==> src/rtl/rowbias_walker.sv <==
// Requester-side walker for one tile on a row's rowbias bus: steps a one-hot pool
// index, checks each broadcast candidate against the peer mask and holds the first legal one.
module rowbias_walker #(
    parameter  int W  = 4,
    localparam int TW = $clog2(W + 1)
) (
    input  logic          clock,
    input  logic          reset,
    input  logic          start,
    input  logic          resume,
    input  logic          abort,
    input  logic [W-1:0]  occupied,
    input  logic [W-1:0]  busvalue,
    output logic          update,
    output logic [W:0]    rqindex,
    output logic [W-1:0]  value,
    output logic          found,
    output logic          exhausted,
    output logic [TW-1:0] tries
);

    typedef enum logic [2:0] {
        IDLE,
        REQ,
        CHECK,
        HOLD,
        PARK
    } state_t;

    localparam logic [W:0]    PARK_IDX  = {1'b1, {W{1'b0}}};
    localparam logic [W:0]    FIRST_IDX = {{W{1'b0}}, 1'b1};
    localparam logic [TW-1:0] TRIES_MAX = TW'(W);
    localparam logic          EXHAUST   = 1'b1;
    localparam logic          ABORTED   = 1'b0;

    state_t state_q;
    state_t state_d;
    logic   reason_q;
    logic   legal;
    logic   last_idx;

    assign legal    = (busvalue != '0) && ((busvalue & occupied) == '0);
    assign last_idx = rqindex[W-1];

    // Bus strobes both for candidate requests and for parking on the zeros entry.
    assign update = (state_q == REQ) || (state_q == PARK);
    assign found  = (state_q == HOLD);

    always_ff @(posedge clock) begin
        if (reset) begin
            state_q <= IDLE;
        end else begin
            state_q <= state_d;
        end
    end

    always_comb begin
        state_d = state_q;
        unique case (state_q)
            IDLE: begin
                if (start) state_d = REQ;
            end
            REQ: begin
                state_d = abort ? PARK : CHECK;
            end
            CHECK: begin
                if (abort)         state_d = PARK;
                else if (legal)    state_d = HOLD;
                else if (last_idx) state_d = PARK;
                else               state_d = REQ;
            end
            HOLD: begin
                if (abort)       state_d = PARK;
                else if (resume) state_d = last_idx ? PARK : REQ;
            end
            PARK: begin
                state_d = IDLE;
            end
            default: state_d = IDLE;
        endcase
    end

    always_ff @(posedge clock) begin
        if (reset) begin
            rqindex   <= PARK_IDX;
            value     <= '0;
            exhausted <= 1'b0;
            tries     <= '0;
            reason_q  <= ABORTED;
        end else begin
            exhausted <= 1'b0;
            unique case (state_q)
                IDLE: begin
                    if (start) begin
                        rqindex <= FIRST_IDX;
                        tries   <= '0;
                    end
                end
                REQ: begin
                    if (abort) reason_q <= ABORTED;
                end
                CHECK: begin
                    if (abort) begin
                        value    <= '0;
                        reason_q <= ABORTED;
                    end else begin
                        if (tries != TRIES_MAX) tries <= tries + 1'b1;
                        if (legal)         value    <= busvalue;
                        else if (last_idx) reason_q <= EXHAUST;
                        else               rqindex  <= rqindex << 1;
                    end
                end
                HOLD: begin
                    if (abort) begin
                        value    <= '0;
                        reason_q <= ABORTED;
                    end else if (resume) begin
                        value <= '0;
                        if (last_idx) reason_q <= EXHAUST;
                        else          rqindex  <= rqindex << 1;
                    end
                end
                PARK: begin
                    exhausted <= reason_q;
                    reason_q  <= ABORTED;
                end
                default: ;
            endcase
            // Entering PARK always selects the all-zeros pool entry, whatever the cause.
            if (state_d == PARK) rqindex <= PARK_IDX;
        end
    end

endmodule

==> config.mk <==
export PLATFORM = sky130hd
export DESIGN_NAME = rowbias_walker
export DESIGN_NICKNAME = d
export VERILOG_FILES = /design/src/rtl/rowbias_walker.sv
export SDC_FILE = /design/constraint.sdc
export NUM_CORES = 1
export LEC_CHECK = 0
export BUFFER_PORTS_ARGS = -buffer_cell sky130_fd_sc_hd__buf_2
export CAP_MARGIN = 10
export CORE_UTILIZATION = 54
export CTS_CLUSTER_SIZE = 20
export DETAILED_ROUTE_END_ITERATION = 8
export PLACE_DENSITY = 0.82
export SLEW_MARGIN = 20
export SYNTH_ARGS = -nofsm -noshare
export SYNTH_HDL_FRONTEND = slang
export SYNTH_SLANG_ARGS = --single-unit
==> constraint.sdc <==
create_clock -name clock -period 2.94 [get_ports clock]
set_input_delay 0.588 -clock clock [delete_from_list [all_inputs] [get_ports clock]]
set_output_delay 0.588 -clock clock [all_outputs]
set_load 0.005 [all_outputs]
======== Word-level counts from Yosys, hierarchy flattened ========
Index checks and enable logic that the tools add are counted.
storage, ports and cells
  logic and storage cells ................. 71
  input bits .............................. 13
  output and inout bits ................... 15
  flip-flop bits (word level) ............. 17
cells by class
  reductions and logical operators ........ 15
  bitwise operators ....................... 2
  add/subtract/negate cells ............... 1
  equal/unequal tests ..................... 16
  multiplexer cells ....................... 31
operators by type and width
  cell                   count
  $mux W3                10
  $mux W5                6
  $mux W4                4
  $pmux W5 S3            1
  $ne A2 B2 Y1 const B   7
  $ne A3 B3 Y1 const B   4
  $pmux W3 S4            1
  $pmux W4 S2            1
  $reduce_and A4 Y1      2
  $reduce_bool A4 Y1     2
  $eq A3 B2 Y1 const B   2
  $eq A3 B3 Y1 const B   2
  $mux W1                6
  $pmux W3 S2            1
  $reduce_and A6 Y1      1
  $and A4 B4 Y4          1
  $logic_not A4 Y1       1
  $pmux W1 S4            1
  $reduce_bool A2 Y1     2
  $reduce_or A2 Y1       2
  $add A3 B1 Y3 const B  1
  $eq A3 B1 Y1 const B   1
  $logic_not A3 Y1       1
  $reduce_and A3 Y1      1
  other kinds (4)        4

======== Depth between registers and ports, before layout ========
Gate-level depths: netlist of the first run.
  word-level depth ........................ 8
  depth in mapped cells ................... 6
  mapped depth without buffers ............ 6

======== Worst setup path before layout of the first run ========
Ideal clock, no wire load.
  kind .................................... input port to flip-flop
  start ................................... input port abort
  end ..................................... register rqindex[4]
  arrival ................................. 1663 ps
  data required time ...................... 2824 ps
  cell stages on the path ................. 4
  buffers on the path ..................... 1
  path slack .............................. 1162 ps
  setup time .............................. 116 ps
  cell sequence ........................... buf_2 > or3_4 > a211o_1 > a31o_1
between the ends
  word-level cells in the longest chain between the ends .. 4
  elaborated cells between the ends (all ways) .. 9
  classes of those cells .................. eq/ne (3); mux (4); reduce/logical (2)
RTL lines
  element                            line        RTL
  from (decl)                        11          input logic abort,
  $mux W3 (on tied branches)         73, 64, 67
  $pmux W3 S4                        59          unique case (state_q)
  $eq A3 B3 Y1                       130         if (state_d == PARK) rqindex <= PARK_IDX;
  $reduce_or A2 Y1 (no source line)  --
  to (signal assigned)               110         else rqindex <= rqindex << 1;
  to (signal assigned)               120         else rqindex <= rqindex << 1;
  to (decl)                          15          output logic [W:0] rqindex,
Several ways; a longest one is shown, not always the timed one.
A chain may end at the register's enable or synchronous reset.

======== Worst setup path in the final report of the first run ========
  start ................................... register state_q[1]
  end ..................................... output port found
between the ends
  word-level cells in the longest chain between the ends .. 1
RTL lines
  element                 line  RTL
  from (decl)             36    state_t state_q;
  from (signal assigned)  53    state_q <= state_d;
  $eq A3 B2 Y1            47    assign found = (state_q == HOLD);
  to (decl)               17    output logic found,
No other way between the ends.

==> metrics.txt, run 1 <==
Crit-path slowest cell dfxtp_1; hold crit path type register to register; GP Congestion 0.812; Skew-Pair Late Insertion Delay 300 ps; Critical Path Source state_q[1]$_SDFF_PP0_; unrepaired setup endpoints after global routing no; H-tree depth 1; Post-Layout Cell Count 168; antenna violations before repair 0; Hold Crit Depth 2; GRT Util Overall 23.4%; Relative slew margins 42.2%; worst setup path class register to primary output; Seq/Total Area, Yosys 33.3%; final instance area 0.00119 mm2; reg-to-reg startpoint state_q[1]$_SDFF_PP0_; final worst-path cycle share 67.8%; CP endpoint kind primary output; Vias per Instance 5.72; n_diodes 0; routed len/inst 12.8 um; Yosys cell types 43; CTS Root Cell clkbuf_4; CORE AREA 0.00175 mm2; die area 0.00207 mm2; status complete, no violations; fillcell total 154; CP delay by family, top flip-flops; CP Data Required Time 2350 ps; total power 0.000450 W; Die Height 45.5 um; Net count, final 159; fin crit period 1990 ps; Post-CTS Resized 0; worst r2r path cells 4; Worst path max stage delay 670 ps; CP startpoint kind register; RR Endpoint rqindex[4]$_SDFFE_PP1P_; post-DP HPWL 1570 um; crit-path max FO 18; cell count after synthesis 118; io pins 28; Mapped Avg Cell Area 8.66 um2; CTS clk-pin slew, worst paths 100 ps; pwr dens 379 mW/mm2; Area after DPL 0.00116 mm2; Rows 15; post-synth net total 133; Max-cap violations 0; leakage 0.511 nW; I/O Buffers 27; First-pass DRT Iterations 4; largest net degree at the start of global routing 19; first-pass GRT wire length 3470 um; Least-Margin Pin Slew 856 ps; DRC 0; hold buffer count at cts 0; Final ANT Viol Nets 0; critical path arrival 1410 ps; clk sink count 17; Hold Vio Cnt, Final 0; f_max 501 MHz; Setup Skew 2.91 ps; placed cell count 164; final setup fails 0; Slew Viols, Final 0; CP Cell Sequence and3b_1 -> buf_2; Worst VDD drop 0.300 mV; CP bufs+invs 1; vias in the first global route 833; layout cells sized above 1 26.6%; reg-to-reg setup timing slack 1060 ps; global route total overflow 0; post-route setup TNS 0 ps; hold_sp reason_q$_SDFFE_PP0P_; Cell Area, Synth 0.00102 mm2; CTS tree built; First DRT Iteration DRCs 20; CTS max path bufs 2; number of synthesized register bits 17; CTS Buf Count 3; Synth warnings 0; Die X-Extent 45.5 um; effective utilization at floorplan 58.6%; Vias 961; Worst Hold Endpoint exhausted$_SDFF_PP0_; final WL 2140 um; Post-CTS Setup Bufs 0; Syn-to-layout area delta 16.2%
-- where the power goes --
part | switching, W | total (W) | internal, W
registers | 0.0000112 | 0.000247 | 0.000236
clock network | 0.0000780 | 0.000129 | 0.0000508
logic | 0.0000410 | 0.0000742 | 0.0000332
-- synthesized netlist by cell type, drive strengths merged --
| master | n | area [um2] |
|---|---|---|
| ha | 2 | 25.0 |
| xnor2 | 1 | 8.76 |
| nor2 | 9 | 33.8 |
| o211a | 1 | 10.0 |
| o311ai | 1 | 16.3 |
| clkbuf | 3 | 11.3 |
| o21ai | 5 | 25.0 |
| or3b | 1 | 8.76 |
| mux2i | 6 | 60.1 |
| and2 | 2 | 12.5 |
| a31o | 1 | 8.76 |
| or2 | 1 | 6.26 |
| dfxtp | 17 | 340 |
| and3b | 1 | 8.76 |
| nand3b | 3 | 22.5 |
| nor4 | 2 | 33.8 |
| nand3 | 3 | 15.0 |
| nor3 | 4 | 20.0 |
| a21o | 1 | 7.51 |
| o41ai | 1 | 16.3 |
| nand4 | 5 | 31.3 |
| nand2b | 5 | 31.3 |
| nand2 | 7 | 26.3 |
| o31ai | 1 | 7.51 |
| o21a | 1 | 7.51 |
| inv | 6 | 22.5 |
| a22o | 2 | 17.5 |
| a211oi | 2 | 15.0 |
| nor2b | 2 | 12.5 |
| nor3b | 2 | 15.0 |
| and3 | 1 | 6.26 |
| or3 | 1 | 11.3 |
| a21boi | 2 | 15.0 |
| a22oi | 1 | 7.51 |
| a21oi | 6 | 30.0 |
| nor4b | 1 | 8.76 |
| buf | 3 | 17.5 |
| a2111oi | 3 | 32.5 |
| or4 | 1 | 7.51 |
| a211o | 1 | 8.76 |
-- placed cells by master, fill, tap and decap left out, types with 2 or more instances in the layout --
master,instances
nand3_1,3
a2111oi_0,2
a211oi_1,2
dfxtp_1,17
nand2b_1,5
nand2_1,7
inv_1,6
ha_1,2
and2_1,2
nor2b_1,2
mux2i_1,6
o21ai_0,5
nor3_1,4
nand3b_1,3
nand4_1,5
nor2_1,9
clkbuf_4,3
a22o_1,2
buf_2,27
a21boi_0,2
nor3b_1,2
a21oi_1,6
-- logic make-up (layout without fill, tap and decap cells) --
group	Yosys count	in the layout	synth area share, %
adder cells (fa/ha/maj)	2	2	2.45
buffers and inverters	12	37	5.02
flip-flops	17	17	33.3
XOR/XNOR	1	1	0.857
multiplexers	6	6	5.88
AND/OR/NAND/NOR	51	51	30.5
AO/OA/AOI/OAI	29	29	22.0
-- how the worst max path moves through the flow --
stage,endpoint,slack (ps),cells past startpoint
CTS,found,960,2
global route,found,870,2
global placement,rqindex[4]$_SDFFE_PP1P_,1030,5
detailed placement,rqindex[2]$_SDFFE_PP0P_,980,5
finish,found,950,2
floorplan,rqindex[4]$_SDFFE_PP1P_,1160,4
-- routing by layer --
metal	vias to the layer above	share of wire (%)	track usage, %
li1	488	-	-
met1	448	47	29.8
met2	21	48	39.1
met3	4	3.2	3.57
met4	0	1.4	9.09
met5	-	0	0
-- registers in the layout (all words and copies together), names as in the netlist --
name       flops
reason_q       1
rqindex        5
state_q        3
value          4
exhausted      1
tries          3
-- through the flow --
step	hold WS, ps	util, %	setup slack [ps]
floorplan	422	-	1160
global placement	430	66.5	1030
detailed placement	444	66.5	984
CTS	456	68.0	960
global route	499	68.0	866
finish	455	68.0	946
-- cell type report --
class	instances	area (um2)	share of cell area, %
Multi-Input combinational cell	89	631	53.1
Inverter	6	22.5	1.90
Clock buffer	3	22.5	1.90
Timing Repair Buffer	27	135	11.4
Sequential cell	17	340	28.7
Clock inverter	1	5.00	0.421
Tap cell	25	31.3	2.63
-- worst min-delay path: stages, from the launching register on --
cell,delay [ps]
dfxtp_1,330
nand3_1,60
nor2_1,40
No activity file was read; power rests on OpenSTA's default activity.
==> run 2: changes to the inputs <==
CORE_UTILIZATION = 51   (was 54)
PLACE_DENSITY = 0.78   (was 0.82)
clock period = 2 ns   (was 2.94 ns; I/O delays follow)
==> metrics.txt, run 2 (synthesis results as in run 1) <==
status complete, no violations; Post-CTS Setup Bufs 0; layout cells sized above 1 28.1%; GP Congestion 0.733; reg-to-reg startpoint state_q[0]$_SDFF_PP0_; Final ANT Viol Nets 0; First DRT Iteration DRCs 35; first-pass GRT wire length 3590 um; Syn-to-layout area delta 18.4%; First-pass DRT Iterations 4; Skew-Pair Late Insertion Delay 290 ps; final worst-path cycle share 89.7%; unrepaired setup endpoints after global routing no; Worst path max stage delay 690 ps; crit-path max FO 17; critical path arrival 1390 ps; CTS tree built; leakage 0.527 nW; biggest registers after layout rqindex (5), value (4); CP Cell Sequence and3b_1 -> buf_2; Clock power frac 28.1%; CP Data Required Time 1600 ps; Die X-Extent 46.8 um; Rows 15; worst setup path class register to primary output; GRT Util Overall 22.8%; Crit-path slowest cell dfxtp_1; Reg area 340 um2; CP bufs+invs 1; Setup Skew 1.09 ps; Seq pwr share 54.4%; Vias per Instance 5.77; effective utilization at floorplan 56.7%; pre-CTS WS 215 ps; CTS clk-pin slew, worst paths 100 ps; Post-CTS Resized 0; commonest non-fill, non-tap cells in the layout buf_2, dfxtp_1, nor2_1, nand2_1; commonest non-fill, non-tap cell in the layout buf_2; combinational share of power 17.5%; CTS Buf Count 3; Post-Layout Cell Count 171; Least-Margin Pin Slew 557 ps; Max-cap violations 0; final WL 2220 um; Critical Path Source state_q[2]$_SDFF_PP0_; f_max 558 MHz; Switch Pwr 0.000190 W; Vias 987; fillcell total 164; Die Height 46.8 um; clk sink count 17; die area 0.00219 mm2; Worst VDD drop 0.458 mV; reg-to-reg setup timing slack 270 ps; Slew Viols, Final 0; I/O Buffers 27; routed len/inst 13.0 um; RR Endpoint rqindex[1]$_SDFFE_PP0P_; placed cell count 167; fin crit period 1790 ps; DRC 0; CTS Root Cell clkbuf_4; hold buffer count at cts 0; CP delay by family, top flip-flops; pwr dens 548 mW/mm2; Hold Vio Cnt, Final 0; CP endpoint kind primary output; Crit path depth 2; post-route setup TNS 0 ps; Net count, final 162; Worst Slack Setup Final 206 ps; Relative slew margins 62.8%; io pins 28; Pint 0.000474 W; n_diodes 0; global route total overflow 0; max reg flops 5; vias in the first global route 851; worst r2r path cells 4; final setup fails 0; post-DP HPWL 1620 um; H-tree depth 1; Hold Slack 382 ps; largest net degree at the start of global routing 18; area of the multi-input gates 631 um2; Reg with most FFs rqindex; antenna violations before repair 0; CTS max path bufs 2; CP endpoint found; switching share of power 28.6%; hold crit path type input port to register; CP startpoint kind register; CORE AREA 0.00180 mm2
run 2: how the worst min path moves through the flow:
stage / cells after the start / endpoint / slack [ps] / start
2_1_floorplan: 2 / exhausted$_SDFF_PP0_ / 420 / reason_q$_SDFFE_PP0P_
3_3_place_gp: 2 / exhausted$_SDFF_PP0_ / 430 / reason_q$_SDFFE_PP0P_
3_5_place_dp: 2 / exhausted$_SDFF_PP0_ / 440 / reason_q$_SDFFE_PP0P_
4_1_cts: 3 / value[1]$_SDFFE_PP0P_ / 380 / busvalue[1]
5_1_grt: 3 / value[3]$_SDFFE_PP0P_ / 390 / busvalue[3]
6_report: 3 / value[1]$_SDFFE_PP0P_ / 380 / busvalue[1]
run 2: power by group through the flow:
| stage | registers [W] | logic [W] | clock network [W] |
|---|---|---|---|
| after floorplan | 0.000361 | 0.0000808 | 0 |
| after global placement | 0.000368 | 0.000113 | 0 |
| after CTS | 0.000361 | 0.000116 | 0.000196 |
| final | 0.000361 | 0.000116 | 0.000187 |
| after detailed placement | 0.000368 | 0.000115 | 0 |
| after global routing | 0.000363 | 0.000128 | 0.000209 |
run 2: layout make-up:
| cell class | count | share of cell area (%) |
|---|---|---|
| Clock buffer | 3 | 1.86 |
| Clock inverter | 1 | 0.414 |
| Inverter | 6 | 1.86 |
| Multi-Input combinational cell | 89 | 52.1 |
| Sequential cell | 17 | 28.1 |
| Tap cell | 25 | 2.59 |
| Timing Repair Buffer | 30 | 13.0 |
run 2: metal layers:
layer	vias up	track usage [%]	wire length (um)
met3	5	2.31	94
met2	35	39.4	1100
met4	0	8.57	38
li1	492	-	-
met5	-	0	0
met1	455	29.4	993
run 2: worst register-to-register path, delay by kind of cell (launching register included):
family	cells	cell delay, ps
simple gates	2	740
flops	1	490
compound gates	1	240
mux	1	200
run 2: per-stage QoR:
step	power [W]	util (%)	cell area, um2
finish	0.000664	67.2	1210
global route	0.000701	67.2	1210
CTS	0.000672	67.2	1210
detailed placement	0.000484	65.6	1180
global placement	0.000481	65.6	1180
floorplan	0.000442	-	1020
